===== src/rtl/uart_tx_core.sv =====
// uart_tx_core: parametrised UART transmitter.
// Accepts one word per valid/ready handshake and serialises it as
// start bit, DATA_W data bits (MSB- or LSB-first), optional parity,
// then STOP_BITS stop bits. Every line level lasts CLK_DIV cycles.
// The serial output is registered so it is glitch-free at the pin.
module uart_tx_core #(
   parameter int DATA_W    = 8,
   parameter int CLK_DIV   = 9,
   parameter int PARITY    = 1,
   parameter int MSB_FIRST = 1,
   parameter int STOP_BITS = 1
) (
   input  logic              clk_sys,
   input  logic              rst_n,
   input  logic [DATA_W-1:0] tx_data,
   input  logic              tx_vld,
   output logic              tx_rdy,
   output logic              tx_busy,
   output logic              tx_done,
   output logic              uart_tx
);

   // Counter widths: the bit-period counter spans 0..CLK_DIV-1, the index
   // counter covers up to 9 data bits or 2 stop bits.
   localparam int CNT_W = $clog2(CLK_DIV);
   localparam int IDX_W = 4;

   localparam logic [CNT_W-1:0] CNT_LAST  = CNT_W'(CLK_DIV - 1);
   localparam logic [IDX_W-1:0] DATA_LAST = IDX_W'(DATA_W - 1);
   localparam logic [IDX_W-1:0] STOP_LAST = IDX_W'(STOP_BITS - 1);
   localparam bit               HAS_PAR   = (PARITY != 0);

   // Reject parameter sets the frame logic was not built for.
   generate
      if (DATA_W < 5 || DATA_W > 9) begin : g_bad_data_w
         $error("uart_tx_core: DATA_W must be 5..9");
      end
      if (CLK_DIV < 2 || CLK_DIV > 65535) begin : g_bad_clk_div
         $error("uart_tx_core: CLK_DIV must be 2..65535");
      end
      if (PARITY < 0 || PARITY > 2) begin : g_bad_parity
         $error("uart_tx_core: PARITY must be 0, 1 or 2");
      end
      if (MSB_FIRST < 0 || MSB_FIRST > 1) begin : g_bad_msb_first
         $error("uart_tx_core: MSB_FIRST must be 0 or 1");
      end
      if (STOP_BITS < 1 || STOP_BITS > 2) begin : g_bad_stop_bits
         $error("uart_tx_core: STOP_BITS must be 1 or 2");
      end
   endgenerate

   typedef enum logic [2:0] {
      S_IDLE   = 3'd0,
      S_START  = 3'd1,
      S_DATA   = 3'd2,
      S_PARITY = 3'd3,
      S_STOP   = 3'd4
   } state_t;

   // Data bit to put on the line for a given transmit-order index.
   function automatic logic f_data_bit(input logic [DATA_W-1:0] word,
                                       input logic [IDX_W-1:0]  idx);
      logic [IDX_W-1:0]  pos;
      logic [DATA_W-1:0] shifted;
      if (MSB_FIRST != 0) begin
         pos = DATA_LAST - idx;
      end else begin
         pos = idx;
      end
      shifted = word >> pos;
      return shifted[0];
   endfunction

   // Parity bit: even mode is the plain XOR of the word, odd mode inverts it.
   function automatic logic f_parity(input logic [DATA_W-1:0] word);
      if (PARITY == 2) begin
         return ~(^word);
      end
      return ^word;
   endfunction

   state_t            r_state;
   logic [CNT_W-1:0]  r_cnt;
   logic [IDX_W-1:0]  r_idx;
   logic [DATA_W-1:0] r_word;
   logic              r_par;
   logic              r_tx;
   logic              r_rdy;

   state_t            w_state_nxt;
   logic [CNT_W-1:0]  w_cnt_nxt;
   logic [IDX_W-1:0]  w_idx_nxt;
   logic              w_tx_nxt;
   logic              w_rdy_nxt;
   logic              w_done;
   logic              w_accept;
   logic              w_bit_end;

   // A handshake only counts outside reset; reset wins over a valid word.
   assign w_accept  = rst_n & tx_vld & r_rdy;
   assign w_bit_end = (r_cnt == CNT_LAST);

   // Next-state, next line level and handshake decode for the frame FSM.
   always_comb begin
      w_state_nxt = r_state;
      w_cnt_nxt   = w_bit_end ? '0 : r_cnt + 1'b1;
      w_idx_nxt   = r_idx;
      w_tx_nxt    = r_tx;
      w_rdy_nxt   = r_rdy;
      w_done      = 1'b0;

      case (r_state)
         S_IDLE: begin
            // Counters are parked at zero so the start bit lasts exactly
            // CLK_DIV cycles from the acceptance edge.
            w_cnt_nxt = '0;
            w_idx_nxt = '0;
            w_tx_nxt  = 1'b1;
            w_rdy_nxt = 1'b1;
            if (w_accept) begin
               w_state_nxt = S_START;
               w_tx_nxt    = 1'b0;
               w_rdy_nxt   = 1'b0;
            end
         end

         S_START: begin
            if (w_bit_end) begin
               w_state_nxt = S_DATA;
               w_idx_nxt   = '0;
               w_tx_nxt    = f_data_bit(r_word, '0);
            end
         end

         S_DATA: begin
            if (w_bit_end) begin
               if (r_idx == DATA_LAST) begin
                  w_idx_nxt = '0;
                  if (HAS_PAR) begin
                     w_state_nxt = S_PARITY;
                     w_tx_nxt    = r_par;
                  end else begin
                     w_state_nxt = S_STOP;
                     w_tx_nxt    = 1'b1;
                  end
               end else begin
                  w_idx_nxt = r_idx + 1'b1;
                  w_tx_nxt  = f_data_bit(r_word, r_idx + 1'b1);
               end
            end
         end

         S_PARITY: begin
            if (w_bit_end) begin
               w_state_nxt = S_STOP;
               w_idx_nxt   = '0;
               w_tx_nxt    = 1'b1;
            end
         end

         S_STOP: begin
            if (w_bit_end) begin
               if (r_idx == STOP_LAST) begin
                  // Final cycle of the last stop bit: flag completion and
                  // offer the next handshake from the following edge.
                  w_state_nxt = S_IDLE;
                  w_idx_nxt   = '0;
                  w_tx_nxt    = 1'b1;
                  w_rdy_nxt   = 1'b1;
                  w_done      = rst_n;
               end else begin
                  w_idx_nxt = r_idx + 1'b1;
               end
            end
         end

         default: begin
            w_state_nxt = S_IDLE;
            w_cnt_nxt   = '0;
            w_idx_nxt   = '0;
            w_tx_nxt    = 1'b1;
            w_rdy_nxt   = 1'b0;
         end
      endcase
   end

   // Control state register; reset aborts any frame and idles the line.
   always_ff @(posedge clk_sys) begin
      if (!rst_n) begin
         r_state <= S_IDLE;
         r_cnt   <= '0;
         r_idx   <= '0;
         r_tx    <= 1'b1;
         r_rdy   <= 1'b0;
      end else begin
         r_state <= w_state_nxt;
         r_cnt   <= w_cnt_nxt;
         r_idx   <= w_idx_nxt;
         r_tx    <= w_tx_nxt;
         r_rdy   <= w_rdy_nxt;
      end
   end

   // Word and its parity are captured once, on acceptance only.
   always_ff @(posedge clk_sys) begin
      if (w_accept) begin
         r_word <= tx_data;
         r_par  <= f_parity(tx_data);
      end
   end

   assign tx_rdy  = r_rdy;
   assign tx_busy = (r_state != S_IDLE);
   assign tx_done = w_done;
   assign uart_tx = r_tx;

endmodule


===== config.mk =====
export PLATFORM = sky130hd
export DESIGN_NAME = uart_tx_core
export DESIGN_NICKNAME = d
export VERILOG_FILES = /design/src/rtl/uart_tx_core.sv
export SDC_FILE = /design/constraint.sdc
export NUM_CORES = 1
export LEC_CHECK = 0
export ABC_AREA = 1
export CAP_MARGIN = 20
export CORE_ASPECT_RATIO = 0.9
export CORE_MARGIN = 5
export CORE_UTILIZATION = 40
export DETAILED_ROUTE_END_ITERATION = 10
export SYNTH_ARGS = -nofsm -noshare
export SYNTH_HDL_FRONTEND = slang
export SYNTH_SLANG_ARGS = --single-unit

===== constraint.sdc =====
create_clock -name clk_sys -period 2.37 [get_ports clk_sys]
set_input_delay 0.474 -clock clk_sys [delete_from_list [all_inputs] [get_ports clk_sys]]
set_output_delay 0.474 -clock clk_sys [all_outputs]
set_load 0.02 [all_outputs]

==> results of run 1 <==
[worst reg2reg max path, delay by kind of cell (launching register included)]
kind / cells / cell delay [ns]
simple gates: 9 / 0.79
fa+ha+maj: 1 / 0.18
flops: 1 / 0.35
buf+inv: 1 / 0.15
[kinds of logic after synthesis]
logic type / count (synthesis) / share of synthesized area (%)
fa+ha+maj: 4 / 4.29
buf+inv: 21 / 6.75
xor+xnor: 10 / 7.50
compound gates: 20 / 11.1
simple gates: 62 / 24.9
flops: 22 / 45.4
[cells in the final DEF, fill, tap and decap left out, drive strengths merged]
cell	n
nand2	34
inv	21
clkdlybuf4s50	13
dfxtp	13
nor2	13
nand3	10
edfxtp	9
o21ai	8
xnor2	7
a21oi	7
buf	6
ha	4
clkbuf	4
xor2	3
nor3	2
nand4	2
o22ai	2
o211ai	2
nor4	1
o21bai	1
bufinv	1
[area by class of cell]
class                   instances  area share (%)
multi-input cells              96            38.5
well taps                      40            3.45
clock inverters                 1            2.07
flip-flops and latches         22            36.6
inverters                      21            5.44
repair buffers                 20            12.4
clock buffers                   3            1.55
[timing repair]
action / 4_1_cts / 5_1_grt
setup endpoints to repair: 1 / 1
resized for setup: 1 / 3
hold buffers: 0 / 0
setup buffers: 0 / 0
[metal layers]
| layer | vias up | global-route usage (%) |
|---|---|---|
| li1 | 502 | - |
| met1 | 427 | 15.5 |
| met2 | 16 | 20.3 |
| met3 | 2 | 4.01 |
| met4 | 0 | 2.60 |
| met5 | - | 0 |
[power by group through the flow]
stage	registers (mW)	clock network, mW	logic [mW]
6_report	0.469	0.289	0.347
5_1_grt	0.473	0.310	0.390
4_1_cts	0.469	0.298	0.352
3_5_place_dp	0.477	0	0.347
3_3_place_gp	0.476	0	0.343
2_1_floorplan	0.488	0	0.228
[worst max-delay path by stage]
stage	startpoint	end	depth (start not counted)	slack [ns]
after floorplan	r_cnt[0]	tx_done	6	0.36
after global placement	rst_n	tx_done	4	-0.16
after detailed placement	rst_n	tx_done	4	-0.13
after CTS	r_cnt[0]	tx_done	7	0.04
after global routing	r_cnt[0]	tx_done	7	0.08
final	r_cnt[0]	tx_done	7	0.21
[stage by stage]
step	std cells	setup WS, ns	hold WS [ns]	setup TNS [ns]
after floorplan	139	0.361	0.430	0
after CTS	203	0.0371	0.478	0
final	203	0.210	0.477	0
after global routing	203	0.0796	0.505	0
after detailed placement	199	-0.131	0.448	-0.131
after global placement	199	-0.159	0.448	-0.159
[flip-flops by register name (all words and copies together) (netlist names)]
signal   count
uart_tx      1
r_state      3
r_cnt        4
r_par        1
r_idx        4
r_word       8
tx_rdy       1
==> results.json, run 1 <==
{
  "p_int_mw": 0.758,
  "place_area_um2": 1400,
  "path_cells": "inv_1, ha_1, nand2_1, nor2_1, inv_1, nor4_1, clkbuf_2",
  "synth_edf_count": 9,
  "slew_viol_final": 0,
  "route.met3.wl_um": 93,
  "final_design_area_no_fill_um2": 1450,
  "critPathTopFamily": "simple AND/OR/NAND/NOR gates",
  "wl_met1_um": 1110,
  "drt-total-wl_um": 2200,
  "viasPerCell": 4.67,
  "antenna_found_initial": 0,
  "nets": 179,
  "cpMaxStageDelayCell": "dfxtp_1",
  "ant_nets": 0,
  "htreeDepth": 1,
  "clock_path_buffers": 2,
  "syn2layout_area_growth_pct": 24.2,
  "drc": 0,
  "gp_congestion": 0.818,
  "worstMarginPinSlew_ns": 0.348,
  "wl_met2_um": 983,
  "numCtsBuffers": 3,
  "cts_sinks": 22,
  "vias": 947,
  "ys_ff_latch": 22,
  "power.share.clock_pct": 26.2,
  "grt_pass1_wl_um": 3750,
  "setup_viol": 0,
  "worstSkewPairLatency_ns": 0.31,
  "nFillCells": 288,
  "synthTopCellsByCount": "nand2_1 (32), inv_1 (16), dfxtp_1 (13)",
  "worst_ep_arrival_time_ns": 1.69,
  "die_area_um2": 4100,
  "power.leakage_nw": 0.607,
  "worst-setup-path-type": "reg2out",
  "finish.utilization_pct": 52.3,
  "multi_input_area_um2": 558,
  "grt-ovfl-total": 0,
  "combPwrFrac_pct": 31.4,
  "ir_drop_mv": 0.396,
  "ys_warn_count": 0,
  "maxCapViolCount": 0,
  "root_buffer": "clkbuf_4",
  "status": "complete, no violations",
  "hpwl_um": 1740,
  "grtUsageTotal_pct": 12.1,
  "dr.max_layer_used": "met4",
  "seq_power_share_pct": 42.4,
  "initial_utilization_pct": 42.1,
  "regArea_um2": 531,
  "yosysSeqAreaShare_pct": 45.4,
  "coreArea_um2": 2770,
  "synth-main-ff-cell": "dfxtp_1",
  "clock_skew_ns": 0.00640,
  "rsz0062_at_grt": "false",
  "layout_min_cycle_time_ns": 2.16,
  "drtIter0Drc": 60,
  "holdPathEnd": "r_cnt[0]",
  "p_per_area_nw_per_um2": 762,
  "synthCells": 139,
  "min_from": "r_cnt[0]",
  "max_freq_ghz": 0.463,
  "die_h_um": 61.3,
  "swShare_pct": 31.4,
  "cp-end-kind": "output port",
  "syn_nets": 154,
  "synthesis.area_um2": 1170,
  "cp-start-kind": "register",
  "hold_depth": 1,
  "cts_tree": "done",
  "r2r_slack_ns": 0.83,
  "worst_path_most_repeated_cell": "inv_1",
  "cp_max_fo": 4,
  "r2r-start": "r_idx[0]",
  "critPathMaxStageDelay_ns": 0.36,
  "synth_most_common_cell": "nand2_1",
  "max-slew-margin-rel_pct": 76.7,
  "ios": 15,
  "yosys.area.top_type": "edfxtp_1",
  "p_switching_mw": 0.348,
  "die_w_um": 66.9,
  "drt_first_pass_iters": 5,
  "reg2reg_to": "uart_tx",
  "cp_num_buf_inv": 3,
  "num_antenna_cells": 0,
  "syn_avg_cell_area_um2": 8.40,
  "grt_pass1_vias": 890,
  "grt_max_degree": 14,
  "ys_types": 26,
  "synthArstFlopShare_pct": 0,
  "drt-wirelength-per-cell_um": 10.9,
  "fin_crit_sh_pct": 91.1,
  "core.rowCount": 18,
  "drive_above_1_share_pct": 16.0,
  "clk_pin_slew_ns": 0.12,
  "yosys-top-cells-area": "edfxtp_1 (23%), dfxtp_1 (22%), nand2_1 (10%)",
  "hp-class": "reg2reg",
  "reg2reg_depth": 11,
  "total_power_mw": 1.11,
  "yosys.area.top_type_share_pct": 23.2,
  "io_buffers": 14,
  "required_ns": 1.90,
  "hold_viol_final": 0
}
(Power assumes the default switching activity.)
==> inputs of run 2 (changes only) <==
--- a/config.mk
+++ b/config.mk
@@ -11,6 +11,7 @@
 export CORE_MARGIN = 5
 export CORE_UTILIZATION = 40
 export DETAILED_ROUTE_END_ITERATION = 10
+export SETUP_SLACK_MARGIN = 0.1
 export SYNTH_ARGS = -nofsm -noshare
 export SYNTH_HDL_FRONTEND = slang
 export SYNTH_SLANG_ARGS = --single-unit
==> run 2 against run 1 <==
- power hardly changed
- sequential cell count stayed put
- wire length is 0.77% lower
- first-iteration DRC count is 8.3% higher
- fmax is 2.7% higher
- register-to-register slack worse by 0.02 ns
- global-route usage is 0.35 points higher
- via count is 0.42% lower
- clock skew hardly changed
- design area is 0.43% higher
- critical path type unchanged
==> results.json, run 2 (same netlist as run 1, synthesis figures left out) <==
{
  "cts_resized": 5,
  "die_h_um": 61.3,
  "layout_min_cycle_time_ns": 2.10,
  "p_per_area_nw_per_um2": 759,
  "layout_commonest_cell": "nand2_1",
  "cp_max_fo": 4,
  "setup_viol": 0,
  "holdWs_ns": 0.477,
  "required_ns": 1.90,
  "multi_input_area_um2": 564,
  "vias": 943,
  "worst-setup-path-type": "reg2out",
  "reg2reg_to": "uart_tx",
  "final_cell_mix": "nand2_1 (32), inv_1 (16), clkdlybuf4s50_1 (13), dfxtp_1 (13)",
  "min_from": "r_cnt[0]",
  "slew_viol_final": 0,
  "drive_above_1_share_pct": 16.6,
  "clock_skew_ns": 0.00631,
  "gp_congestion": 0.818,
  "finalWorstSetupSlack_ns": 0.267,
  "syn2layout_area_growth_pct": 24.8,
  "clk_pin_slew_ns": 0.12,
  "hold_depth": 1,
  "placedCellCount": 199,
  "hpwl_um": 1740,
  "drc": 0,
  "numCtsBuffers": 3,
  "antenna_found_initial": 0,
  "initial_utilization_pct": 42.1,
  "cts_tree": "done",
  "die_w_um": 66.9,
  "dp_slack_ns": -0.131,
  "max-slew-margin-rel_pct": 76.1,
  "worstSkewPairLatency_ns": 0.31,
  "grt_pass1_wl_um": 3800,
  "worst_ep_arrival_time_ns": 1.63,
  "nets": 179,
  "grt-ovfl-total": 0,
  "drt-total-wl_um": 2190,
  "root_buffer": "clkbuf_4",
  "r2r-start": "r_idx[0]",
  "drt-wirelength-per-cell_um": 10.8,
  "fin_crit_sh_pct": 88.7,
  "core.rowCount": 18,
  "maxCapViolCount": 0,
  "reg2reg_depth": 11,
  "largest_reg_flops": 8,
  "status": "complete, no violations",
  "ir_drop_mv": 0.395,
  "drtIter0Drc": 65,
  "max_freq_ghz": 0.476,
  "ant_nets": 0,
  "hold_buffers": 0,
  "num_antenna_cells": 0,
  "htreeDepth": 1,
  "nFillCells": 288,
  "cts_sinks": 22,
  "io_buffers": 14,
  "drt_first_pass_iters": 4,
  "grt_max_degree": 14,
  "largestRegisters": "r_word (8), r_cnt (4), r_idx (4)",
  "coreArea_um2": 2770,
  "viasPerCell": 4.65,
  "cp-end-kind": "output port",
  "cp-start-kind": "register",
  "grt_pass1_vias": 893,
  "hp-class": "reg2reg",
  "cts_setup_buffers": 0,
  "r2r_slack_ns": 0.81,
  "ios": 15,
  "die_area_um2": 4100,
  "regArea_um2": 531,
  "rsz0062_at_grt": "false",
  "clock_path_buffers": 2,
  "holdPathEnd": "r_cnt[0]",
  "grtUsageTotal_pct": 12.5,
  "worstMarginPinSlew_ns": 0.357,
  "hold_viol_final": 0,
  "fin_cells": 203,
  "largest-register": "r_word",
  "power.leakage_nw": 0.608
}
==> run 2: cell types whose count changed in the layout (fill, tap and decap cells not counted), sizes merged <==
cell	delta
clkbuf	-1
buf	+1
==> run 2: how the worst max path moves through the flow <==
stage                     cells past startpoint  slack [ns]     start  endpoint
after CTS                                     7        0.14  r_cnt[0]   tx_done
after floorplan                               6        0.36  r_cnt[0]   tx_done
after global routing                          7        0.12  r_cnt[0]   tx_done
after detailed placement                      4       -0.13     rst_n   tx_done
after global placement                        4       -0.16     rst_n   tx_done
final                                         7        0.27  r_cnt[0]   tx_done
==> run 2: routing by layer <==
metal	vias up	GRT usage (%)	part of all wire (%)
li1	503	-	-
met1	417	15.8	50
met2	19	20.3	45
met3	4	4.01	3.8
met4	0	4.34	1.5
met5	-	0	0
==> run 2: critical path, stage by stage, from the launching register on <==
cell and delay, ns:
dfxtp_1 0.36, inv_1 0.07, ha_1 0.15, nand2_1 0.05
nor2_1 0.14, inv_1 0.10, nor4_2 0.24, buf_2 0.21
==> run 2: where the power goes <==
group | total [mW] | internal [mW] | leakage [nW] | switching (mW)
Sequential | 0.468 | 0.440 | 0.188 | 0.0281
Clock | 0.290 | 0.171 | 0.0279 | 0.119
Combinational | 0.347 | 0.147 | 0.393 | 0.200
==> run 2: final cells by class <==
class / count / area share (%)
timing repair buffer: 20 / 12.4
multi-input combinational: 96 / 38.7
tap: 40 / 3.44
clock inverter: 1 / 2.06
sequential: 22 / 36.4
clock buffer: 3 / 1.55
inverter: 21 / 5.41
==> run 2: through the flow <==
step	cell area [um2]	setup TNS (ns)	utilization, %	power, mW
after floorplan	1170	0	-	0.716
after global routing	1460	0	52.6	1.17
after CTS	1460	0	52.8	1.12
final	1460	0	52.6	1.11
after detailed placement	1400	-0.131	50.6	0.824
after global placement	1400	-0.159	50.6	0.819
